File: src/rtl/div_unit.sv
// Iterative RV32M divide/remainder unit (DIV/DIVU/REM/REMU), one restoring
// shift-subtract step per cycle, driving the register-file write port directly.
module div_unit #(
  parameter int XLEN = 32
) (
  input  logic            clk,
  input  logic            rst,
  input  logic            start,
  input  logic [1:0]      op,
  input  logic [XLEN-1:0] rs1Data,
  input  logic [XLEN-1:0] rs2Data,
  input  logic [4:0]      rdIn,
  output logic            busy,
  output logic            done,
  output logic [XLEN-1:0] result,
  output logic [4:0]      wrtReg,
  output logic            wrtEn,
  output logic [1:0]      dbgState
);

  // Handshake: start is a one-cycle request honoured only while IDLE (busy=0);
  // done pulses for exactly one cycle with result/wrtReg/wrtEn valid alongside.
  typedef enum logic [1:0] {IDLE = 2'd0, CALC = 2'd1, FIX = 2'd2, DONE = 2'd3} state_t;

  localparam logic [XLEN-1:0] MIN_NEG = {1'b1, {(XLEN-1){1'b0}}};

  state_t          state, stateN;
  logic [5:0]      cnt, cntN;
  logic            remOp, remOpN;
  logic            negQ, negQN, negR, negRN;
  logic [XLEN-1:0] divisor, divisorN;
  logic [XLEN-1:0] quo, quoN;
  logic [XLEN:0]   rem, remN;
  logic [XLEN-1:0] resultN;
  logic [4:0]      wrtRegN;
  logic            busyN, doneN, wrtEnN;

  logic            isSigned, sign1, sign2, divByZero, overflow, geq;
  logic [XLEN-1:0] abs1, abs2;
  logic [XLEN+1:0] shiftedExt;
  logic [XLEN:0]   diff;

  assign isSigned  = ~op[0];
  assign sign1     = isSigned & rs1Data[XLEN-1];
  assign sign2     = isSigned & rs2Data[XLEN-1];
  assign abs1      = sign1 ? -rs1Data : rs1Data;
  assign abs2      = sign2 ? -rs2Data : rs2Data;
  assign divByZero = (rs2Data == '0);
  assign overflow  = isSigned && (rs1Data == MIN_NEG) && (rs2Data == '1);

  // rem never exceeds the divisor after a step, so the top bit stays clear;
  // the extra width keeps the shifted compare from wrapping.
  assign shiftedExt = {rem, quo[XLEN-1]};
  assign geq        = (shiftedExt >= {2'b00, divisor});
  assign diff       = shiftedExt[XLEN:0] - {1'b0, divisor};

  assign dbgState = state;

  always_comb begin
    stateN   = state;
    cntN     = cnt;
    remOpN   = remOp;
    negQN    = negQ;
    negRN    = negR;
    divisorN = divisor;
    quoN     = quo;
    remN     = rem;
    resultN  = result;
    wrtRegN  = wrtReg;
    busyN    = busy;
    doneN    = done;
    wrtEnN   = wrtEn;
    case (state)
      IDLE: begin
        if (start) begin
          remOpN  = op[1];
          wrtRegN = rdIn;
          busyN   = 1'b1;
          if (divByZero || overflow) begin
            if (divByZero) resultN = op[1] ? rs1Data : '1;
            else           resultN = op[1] ? '0 : MIN_NEG;
            doneN  = 1'b1;
            wrtEnN = (rdIn != 5'd0);
            stateN = DONE;
          end else begin
            divisorN = abs2;
            quoN     = abs1;
            remN     = '0;
            negQN    = sign1 ^ sign2;
            negRN    = sign1;
            cntN     = 6'd0;
            stateN   = CALC;
          end
        end
      end
      CALC: begin
        cntN = cnt + 6'd1;
        if (geq) begin
          remN = diff;
          quoN = {quo[XLEN-2:0], 1'b1};
        end else begin
          remN = shiftedExt[XLEN:0];
          quoN = {quo[XLEN-2:0], 1'b0};
        end
        if (cnt == 6'(XLEN-1)) begin
          cntN   = 6'd0;
          stateN = FIX;
        end
      end
      FIX: begin
        if (remOp) resultN = negR ? -rem[XLEN-1:0] : rem[XLEN-1:0];
        else       resultN = negQ ? -quo : quo;
        doneN  = 1'b1;
        wrtEnN = (wrtReg != 5'd0);
        stateN = DONE;
      end
      DONE: begin
        doneN  = 1'b0;
        wrtEnN = 1'b0;
        busyN  = 1'b0;
        stateN = IDLE;
      end
      default: stateN = IDLE;
    endcase
  end

  always_ff @(posedge clk or posedge rst) begin
    if (rst) begin
      state   <= IDLE;
      cnt     <= 6'd0;
      remOp   <= 1'b0;
      negQ    <= 1'b0;
      negR    <= 1'b0;
      divisor <= '0;
      quo     <= '0;
      rem     <= '0;
      result  <= '0;
      wrtReg  <= 5'd0;
      busy    <= 1'b0;
      done    <= 1'b0;
      wrtEn   <= 1'b0;
    end else begin
      state   <= stateN;
      cnt     <= cntN;
      remOp   <= remOpN;
      negQ    <= negQN;
      negR    <= negRN;
      divisor <= divisorN;
      quo     <= quoN;
      rem     <= remN;
      result  <= resultN;
      wrtReg  <= wrtRegN;
      busy    <= busyN;
      done    <= doneN;
      wrtEn   <= wrtEnN;
    end
  end

endmodule

File: config.mk
export PLATFORM = sky130hd
export DESIGN_NAME = div_unit
export DESIGN_NICKNAME = d
export VERILOG_FILES = /design/src/rtl/div_unit.sv
export SDC_FILE = /design/constraint.sdc
export NUM_CORES = 1
export LEC_CHECK = 0
export CAP_MARGIN = 20
export CELL_PAD_IN_SITES_DETAIL_PLACEMENT = 1
export CELL_PAD_IN_SITES_GLOBAL_PLACEMENT = 1
export CORE_MARGIN = 3
export CORE_UTILIZATION = 40
export CTS_CLUSTER_SIZE = 24
export DETAILED_ROUTE_END_ITERATION = 12
export HOLD_SLACK_MARGIN = 0.08
export PLACE_DENSITY_LB_ADDON = 0.1
export RECOVER_POWER = 25
export SYNTH_ARGS = -nofsm -noshare
export SYNTH_HDL_FRONTEND = slang
export SYNTH_SLANG_ARGS = --single-unit
File: constraint.sdc
create_clock -name clk -period 4.51 [get_ports clk]
set_input_delay 0.6765 -clock clk [delete_from_list [all_inputs] [get_ports clk]]
set_output_delay 0.6765 -clock clk [all_outputs]
set_load 0.01 [all_outputs]
==> results.md, run 1 <==
- Main combinational cell family by area after synthesis: compound AO/OA/AOI/OAI gates
- Final #Nets: 1607
- Initial antenna violation count: 0
- Antenna-violating nets left: 0
- Chip Height: roughly 170 um
- Clock Skew: between 10 and 15 ps
- Ant diodes: 0
- Drt wl/cell: 19.51 um
- Core footprint: 0.02733 mm^2
- Sw power: 0.005189 W
- Synth cell types: 77
- Period utilization: a little under nine tenths
- Post-Synth Adder-Cell Area: 4.851%
- Type of destination of the critical path: flop
- Post-synth top cells: nand2_1 (169), dfrtp_1 (148), o21ai_0 (139)
- Relative slew margins: -40.29%
- Max Slew Vio Count: 149
- Seq pwr share: about a quarter
- Switching share of power: between 40% and 50%
- First-pass detailed-route iteration total: 5
- Fmax: between 200 and 300 MHz
- Simple-gate share of the synthesized area: between 10% and 20%
- Crit path DAT: roughly 4100 ps
- Top-count cell post-synth: nand2_1
- Final Hold Viols: 0
- Total die area: 0.03016 mm^2
- Initial DRC Count: 664
- Congestion Overflow GR: 0
- Share of layout cells above drive strength 1: ~7.1%
- Synth Area in Compound Gates: 25.30%
- Clk root buf: clkbuf_16
- Power density over the cells: 803.8 mW/mm^2
- Initial Util: 41.15%
- P_leak: 5.693 nW
- PostCTS Resize Cnt: 0
- RSZ-0062 raised after global routing: false
- CTS Buf Count: 17
- Failing checks: capacitance limit, slew limit
- Post-synth top area cell: dfrtp_1
- Worst-Skew Late Latency: 430 ps
- First-pass GRT wire length: ~59 mm
- Yosys top cell area share: about a third
- VDD IR max: between 300 and 400 uV
- Sequential share of the synthesized area: 32.93%
- DRC Markers: 0
- Gr usage total: 24.11%
- Port bufs: 115
- Synth Flop Type: dfrtp_1
- Row count: 60
- GPL Wtd Cong: between 0.8 and 0.9
- Via density: around 5.7
- Clock transition at path regs: 70 ps
- Syn avg cell area: ~8 um^2
- Mux cell area share after synthesis: 2.325%
- Worst Hold Class: reg -> reg
- XOR/XNOR Fraction of Synth Area: 10.90%
- Kind of critical path: in -> reg
- DR vias: ~11000
- Total negative slack: 0 ps
- Post-CTS Hold Fix Bufs: 0
- Min Tclk post-route: 3852 ps
- Combinational power share: around three fifths
- Final wirelength: 36.57 mm
- P_int: 0.005694 W
- Final setup viols: 0
- Critical Path RT: 4800 ps
- Largest net degree at the start of global routing: 149
- Startpoint types: input port
- Clk network pwr share: 14.1%
- Synth area leaders: dfrtp_1 (33%), xnor2_1 (6.2%), o21ai_0 (6.2%), nand2_1 (5.6%), a21oi_1 (5.6%)
- CP peak stage delay: a little under 600 ps
- Total power: around 0.011 W
- FFs w/ async S/R, synth: 100.0%
- CP Max Fanout: 25
- Synth Instances: 1383
- Sink Count: around 150
- Slowest stage cell on the critical path: or4_1
- Post-Syn Nets: 1500
- Ys Warns: 0
- CP Cell Sequence: clkdlybuf4s50_1 -> inv_1 -> ha_1 -> or4b_1 -> nand4bb_4 -> nand2b_4 -> or4_1 -> nand2b_1 -> and2b_1 -> a21oi_4 -> buf_16 -> buf_4 -> nand2_1 -> o21ai_0
- Syn-to-layout area delta: 20.39%
- Vias in the first global route: between 10000 and 15000
- Worst-Margin Slew: 2104 ps
- Setup Fix Bufs, Post-CTS: 0
- H-tree depth: 4
- IO Pins: about 120
- Status: finished with violations
- Die width: 173.7 um
- Hpwl dp: approximately 28 mm
- Layout fillers: 3312
- CTS tree: built
- MaxCap Viol Count: 1
- #FFs+latches synth: roughly 150
- Clock tree buffer depth: 2
- Post-synth EDFFs: 0
- Mapped Area: 0.01125 mm^2
## kinds of logic (layout without fill, tap and decap cells)
kind of cell,after synthesis,after routing
flip-flops,148,148
AO/OA/AOI/OAI,470,470
multiplexers,25,25
AND/OR/NAND/NOR,434,434
adder cells (fa/ha/maj),43,43
XOR/XNOR,140,140
buffers and inverters,123,243
## power by group through the flow
stage	logic (W)	clock network [W]	registers [W]
after CTS	0.00660	0.00156	0.00271
after global placement	0.00640	0	0.00270
after detailed placement	0.00656	0	0.00273
after floorplan	0.00472	0	0.00253
final	0.00662	0.00154	0.00272
after global routing	0.00739	0.00162	0.00283
## sequential cells by signal, summed over array words and instances, names as in the netlist, 2 cells and up
signal	flops
quo	32
result	32
rem	33
dbgState	2
divisor	32
cnt	6
wrtReg	5
## routing by layer
metal | wire [um] | part of all wire (%) | track usage (%)
met4 | 678 | 1.9 | 6.535
met1 | 17450 | 48 | 33.55
met3 | 1375 | 3.8 | 2.891
met2 | 17070 | 47 | 39.79
met5 | 0 | 0 | 0
## stage by stage
step / instance area (um^2) / setup WS (ps) / utilization (%) / std cells / hold WS, ps
after floorplan: 11250 / 1268 / - / 1383 / 449.2
after global placement: 12890 / 483.7 / 47.19 / 1842 / 463.6
after detailed placement: 12890 / 302.2 / 47.19 / 1842 / 473.7
after CTS: 13520 / 603.4 / 49.49 / 1874 / 484.4
after global routing: 13540 / 442.1 / 49.55 / 1875 / 505.7
final: 13540 / 658.0 / 49.55 / 1875 / 478.5
## cell usage in the layout, fill, tap and decap left out, drive strengths merged, types with 4 or more instances in the layout
| cell type | synthesis | layout |
|---|---|---|
| a22o | 4 | 4 |
| inv | 55 | 60 |
| nand2b | 15 | 15 |
| or3 | 20 | 20 |
| clkinv | 0 | 4 |
| o211ai | 15 | 15 |
| nand3b | 4 | 4 |
| a221oi | 4 | 4 |
| xor2 | 60 | 60 |
| a22oi | 7 | 7 |
| o31ai | 30 | 30 |
| o221ai | 7 | 7 |
| xnor2 | 80 | 80 |
| ha | 42 | 42 |
| o21a | 4 | 4 |
| nand4 | 11 | 11 |
| a21o | 29 | 29 |
| buf | 21 | 40 |
| a31oi | 4 | 4 |
| o41ai | 16 | 16 |
| nand3 | 19 | 19 |
| mux2i | 16 | 16 |
| nor3 | 14 | 14 |
| and2 | 7 | 7 |
| nor2 | 103 | 103 |
| a32oi | 5 | 5 |
| nor4 | 14 | 14 |
| dfrtp | 148 | 148 |
| or2 | 6 | 6 |
| and3 | 11 | 11 |
| nor2b | 11 | 11 |
| nand2 | 169 | 169 |
| mux2 | 9 | 9 |
| o21ai | 185 | 185 |
| a21oi | 128 | 128 |
| clkdlybuf4s50 | 0 | 114 |
| o22ai | 8 | 8 |
| or4 | 16 | 16 |
| clkbuf | 47 | 19 |
## critical path, delay by kind of cell
| kind | cells | cell delay, ps |
|---|---|---|
| simple gates | 7 | 2040 |
| compound gates | 2 | 220 |
| buf+inv | 4 | 990 |
| fa+ha+maj | 1 | 190 |
## cell type report
class	count	area, um^2	area share [%]
Clock buffer	18	439.2	3.244
Timing Repair Buffer	156	1504	11.11
Clock inverter	14	190.2	1.405
Multi-Input combinational cell	1112	7027	51.90
Tap cell	372	465.4	3.438
Inverter	55	210.2	1.553
Sequential cell	148	3704	27.35
## worst paths after layout
path	cells after the start	startpoint	slack (ps)	end
max	14	rs2Data[1]	660	result[24]$_DFFE_PP0P_
min	1	result[3]$_DFFE_PP0P_	480	result[3]$_DFFE_PP0P_
max reg2reg	14	quo[31]$_DFFE_PP0P_	680	rem[32]$_DFFE_PP0P_
min reg2reg	1	result[3]$_DFFE_PP0P_	480	result[3]$_DFFE_PP0P_
max in group asynchronous	3	rst	1700	result[15]$_DFFE_PP0P_
min in group asynchronous	3	rst	1530	result[1]$_DFFE_PP0P_
Power figures use the tool's default switching activity.
==> inputs of run 2 (changes only) <==
CTS_CLUSTER_DIAMETER = 60   (was default)
REMOVE_ABC_BUFFERS = 1   (was default)
==> results.md, run 2 (synthesized netlist as in run 1, its figures left out) <==
- Hold Path Stages: 1
- Antenna-violating nets left: 0
- Clock tree buffer depth: 2
- Failing checks: capacitance limit, slew limit
- HP Start: result[5]$_DFFE_PP0P_
- H-tree depth: 4
- Final #Nets: 1600
- Worst-Skew Late Latency: between 400 and 500 ps
- Worst Hold Class: reg -> reg
- Area post-placement: 0.01284 mm^2
- Worst path most repeated cell: buf_4
- CP peak stage delay: ~560 ps
- CTS Buf Count: 17
- Clk root buf: clkbuf_16
- Hold endpoint: result[5]$_DFFE_PP0P_
- DR vias: approximately 11000
- Reg2reg setup slack: ~760 ps
- Period utilization: a little over four fifths
- First-pass detailed-route iteration total: 4
- Final Core Density: 49.26%
- Clock Skew: 9.801 ps
- VDD IR max: 339.6 uV
- Worst r2r dst: rem[32]$_DFFE_PP0P_
- Share of layout cells above drive strength 1: 6.551%
- Drt wl/cell: 19.34 um
- CP Cell Sequence: clkdlybuf4s50_1 -> inv_1 -> ha_1 -> or4b_1 -> nand4bb_4 -> nand2b_4 -> or4_1 -> buf_4 -> o21ai_2 -> buf_4 -> o21ai_0 -> o21ai_1
- Type of destination of the critical path: flop
- Final setup viols: 0
- Slowest stage cell on the critical path: or4_1
- First-pass GRT wire length: about 59 mm
- Layout fillers: 3308
- Status: finished with violations
- Worst R2R Path Depth: 14
- Commonest non-fill, non-tap cell in the layout: nand2_1
- Final non-filler cell area: 0.01346 mm^2
- Startpoint types: input port
- Syn-to-layout area delta: 19.70%
- PostCTS Resize Cnt: 0
- MaxCap Viol Count: 1
- Clock transition at path regs: 70 ps
- Max Slew Vio Count: 97
- Power density over the cells: 805.1 mW/mm^2
- Gr usage total: a little under a quarter
- Via density: 5.747
- Largest net degree at the start of global routing: 98
- IO Pins: between 100 and 150
- Relative slew margins: -47.35%
- # placed instances: 1835
- DRC Markers: 0
- Initial Util: 41.15%
- Kind of critical path: in -> reg
- Initial antenna violation count: 0
- Final wirelength: 36.13 mm
- Post-CTS Hold Fix Bufs: 0
- Worst-Margin Slew: roughly 2200 ps
- Vias in the first global route: approximately 11000
- Most frequent cells in the layout: nand2_1 (169), dfrtp_1 (148), o21ai_0 (139), a21oi_1 (126), clkdlybuf4s50_1 (114)
- Chip Height: 173.7 um
- Finished Layout Cells: 1868
- Initial DRC Count: 653
- P_leak: 5.634 nW
- Core footprint: about 0.027 mm^2
- Crit path DAT: 4180 ps
- Total die area: about 0.03 mm^2
- Congestion Overflow GR: 0
- Port bufs: 115
- R2R Path Start: quo[31]$_DFFE_PP0P_
- Total negative slack: 0 ps
- Sink Count: around 150
- CP Max Fanout: 9
- Die width: 173.7 um
- Critical Path RT: 4860 ps
- Fmax: about 260 MHz
- Worst Path Buf+Inv: 4
- Largest Register: rem
- GPL Wtd Cong: 0.8704
- RSZ-0062 raised after global routing: false
- Hpwl dp: 26.92 mm
- CTS tree: built
- Largest register FFs: 33
- Final Hold Viols: 0
- Top Family by Delay on Critical Path: simple AND/OR/NAND/NOR gates
- Setup Fix Bufs, Post-CTS: 0
- Row count: 60
- Min Tclk post-route: 3832 ps
- Ant diodes: 0
==> run 2: changes by cell type in the layout (fill, tap and decap cells not counted) <==
cell	delta
clkbuf_1	+2
buf_16	-1
buf_4	-6
clkbuf_8	+1
clkinv_4	-2
buf_12	+1
inv_8	-2
inv_6	-3
clkbuf_4	-1
clkinv_2	+1
clkinvlp_4	+3
==> run 2: per-layer routing <==
| layer | up-vias | global-route usage, % | routed length, um |
|---|---|---|---|
| met3 | 36 | 2.431 | 1423 |
| met2 | 238 | 39.29 | 16710 |
| met4 | 0 | 6.401 | 621 |
| met5 | - | 0 | 0 |
| met1 | 5287 | 33.84 | 17370 |
| li1 | 5175 | - | - |
==> run 2: report_power, final <==
group          total [W]  switching, W  leakage (nW)  internal (W)
registers        0.00270      0.000736          1.84       0.00196
clock network    0.00150      0.000598         0.286      0.000903
logic            0.00664       0.00382          3.51       0.00282
total             0.0108       0.00516          5.63       0.00568
==> run 2: how the worst max path moves through the flow <==
| stage | from | to | slack [ps] | cells past startpoint |
|---|---|---|---|---|
| after global placement | rs2Data[0] | rem[32]$_DFFE_PP0P_ | 430 | 12 |
| after CTS | quo[31]$_DFFE_PP0P_ | rem[32]$_DFFE_PP0P_ | 670 | 14 |
| after detailed placement | rs2Data[1] | rem[32]$_DFFE_PP0P_ | 280 | 12 |
| after floorplan | rst | busy$_DFFE_PP0P_ | -150 | 1 |
| final | rs2Data[1] | result[20]$_DFFE_PP0P_ | 680 | 12 |
| after global routing | quo[31]$_DFFE_PP0P_ | rem[32]$_DFFE_PP0P_ | 400 | 14 |
==> run 2: layout make-up <==
type / instances / area [um^2] / area share [%]
Clock buffer: 21 / 460.4 / 3.420
Clock inverter: 11 / 151.4 / 1.125
Inverter: 55 / 210.2 / 1.561
Multi-Input combinational cell: 1112 / 7027 / 52.20
Sequential cell: 148 / 3704 / 27.51
Tap cell: 372 / 465.4 / 3.458
Timing Repair Buffer: 149 / 1444 / 10.73
==> run 2: worst register-to-register path, delay by kind of cell (launching register included) <==
family	cells	cell delay, ps
compound gates	5	1570
simple gates	3	380
buf+inv	3	480
fa+ha+maj	2	610
mux	1	190
flops	1	420
==> run 2: through the flow <==
| step | power [W] | hold WS (ps) | setup slack [ps] |
|---|---|---|---|
| floorplan | 0.007054 | 449.8 | -146.2 |
| global placement | 0.009086 | 464.2 | 432.0 |
| detailed placement | 0.009281 | 469.0 | 282.3 |
| CTS | 0.01086 | 485.0 | 674.9 |
| global route | 0.01181 | 509.4 | 398.9 |
| finish | 0.01084 | 479.3 | 678.0 |
==> inputs of run 3 (changes only) <==
CORE_UTILIZATION = 44   (was 40)
clock period = 3.9 ns   (was 4.51 ns; I/O delays follow)
==> results.md, run 3 (synthesized netlist as in run 1, its figures left out) <==
- Clock tree buffer depth: 2
- P_leak: 5.852 nW
- Gr usage total: 26.01%
- Largest register FFs: 33
- Via density: about 6
- Fmax: 277.4 MHz
- Total power: 0.01292 W
- CP Max Fanout: 13
- Period utilization: 92.44%
- H-tree depth: 4
- Area post-placement: approximately 0.013 mm^2
- Sink Count: 148
- Total die area: 0.02751 mm^2
- Critical Path RT: 4190 ps
- Status: finished with violations
- RSZ-0062 raised after global routing: false
- Power density over the cells: 938.4 mW/mm^2
- Final setup viols: 0
- Commonest non-fill, non-tap cell in the layout: nand2_1
- Congestion Overflow GR: 0
- Largest net degree at the start of global routing: between 60 and 70
- Clock Skew: approximately 14 ps
- Type of destination of the critical path: flop
- Startpoint types: flop
- Final Core Density: 55.62%
- IO Pins: 116
- GPL Wtd Cong: 0.9011
- Core footprint: 0.02475 mm^2
- Worst R2R Path Depth: 13
- Port bufs: 115
- First-pass GRT wire length: 59.22 mm
- Max Slew Vio Count: 67
- R2R Path Start: quo[31]$_DFFE_PP0P_
- MaxCap Viol Count: 1
- Worst setup margin: 294.8 ps
- VDD IR max: 392.5 uV
- Worst-Margin Slew: 2788 ps
- Initial antenna violation count: 0
- Hpwl dp: approximately 28 mm
- Final #Nets: around 1600
- Kind of critical path: reg -> reg
- CTS Buf Count: 17
- Relative slew margins: -85.88%
- Vias in the first global route: 11044
- Die width: 165.9 um
- Crit path DAT: about 3900 ps
- Ant diodes: 0
- Largest Register: rem
- Worst-Skew Late Latency: ~430 ps
- Layout fillers: 2938
- Final non-filler cell area: 0.01376 mm^2
- Row count: 57
- Min Tclk post-route: ~3600 ps
- Failing checks: capacitance limit, slew limit
- Post-place setup slack: 23.50 ps
- Clock transition at path regs: 60 ps
- Final wirelength: 36.76 mm
- Chip Height: 165.9 um
- Initial DRC Count: 726
- DR vias: 10941
- Initial Util: 45.44%
- Reg2reg setup slack: 290 ps
- Most frequent cells in the layout: nand2_1 (169), dfrtp_1 (148), o21ai_0 (139), a21oi_1 (125), clkdlybuf4s50_1 (114)
- Share of layout cells above drive strength 1: 8.925%
- Worst setup path startpoint: quo[31]$_DFFE_PP0P_
- Worst Hold Class: reg -> reg
- DRC Markers: 0
- Crit path to: rem[9]$_DFFE_PP0P_
- Setup Fix Bufs, Post-CTS: 0
- Clk root buf: clkbuf_16
- Drt wl/cell: 19.77 um
- Antenna-violating nets left: 0
- Worst r2r dst: rem[9]$_DFFE_PP0P_
- First-pass detailed-route iteration total: 5
- Syn-to-layout area delta: 22.40%
- Total negative slack: 0 ps
- CTS tree: built
- Final Hold Viols: 0
## run 3: cell type report
class	count	area, um^2	share of cell area (%)
well taps	324	405.4	2.945
inverters	55	206.4	1.500
repair buffers	188	1788	12.99
flip-flops and latches	148	3704	26.91
clock inverters	12	178.9	1.300
clock buffers	20	446.7	3.245
multi-input cells	1112	7036	51.11
## run 3: per-layer routing
metal | wire length, um | global-route usage [%] | up-vias
li1 | - | - | 5235
met1 | 17060 | 35.84 | 5401
met2 | 17790 | 44.50 | 273
met3 | 1495 | 3.095 | 32
met4 | 410 | 5.099 | 0
met5 | 0 | 0 | -
## run 3: how the worst min path moves through the flow
| stage | startpoint | to | slack (ps) | cells past startpoint |
|---|---|---|---|---|
| after global placement | result[5]$_DFFE_PP0P_ | result[5]$_DFFE_PP0P_ | 460 | 1 |
| after floorplan | divisor[27]$_DFFE_PP0P_ | divisor[27]$_DFFE_PP0P_ | 450 | 2 |
| after CTS | result[18]$_DFFE_PP0P_ | result[18]$_DFFE_PP0P_ | 490 | 2 |
| after global routing | result[21]$_DFFE_PP0P_ | result[21]$_DFFE_PP0P_ | 510 | 1 |
| after detailed placement | result[8]$_DFFE_PP0P_ | result[8]$_DFFE_PP0P_ | 470 | 1 |
| final | result[18]$_DFFE_PP0P_ | result[18]$_DFFE_PP0P_ | 490 | 2 |
## run 3: timing repair
item                                    CTS  global route
resized for setup                         0             2
hold buffers                              0             0
endpoints found under the setup margin    0            25
## run 3: report_power, final
group          switching (W)  internal, W
sequential          0.000863      0.00227
clock               0.000694      0.00109
combinational        0.00455      0.00345
## run 3: worst max-delay path, stage by stage (launching register included)
cell	delay, ps
dfrtp_1	430
inv_1	150
ha_1	210
inv_1	100
fa_1	250
a211oi_2	110
o211ai_1	260
nand2_1	150
o221ai_1	400
a21oi_2	160
o221ai_2	560
buf_4	350
mux2i_1	220
o21ai_0	110
## run 3: stage by stage
step                hold WS, ps  std cells
finish                    487.4       1859
global route              509.3       1859
CTS                       493.8       1858
detailed placement        474.1       1826
global placement          462.1       1826
floorplan                 449.8       1315
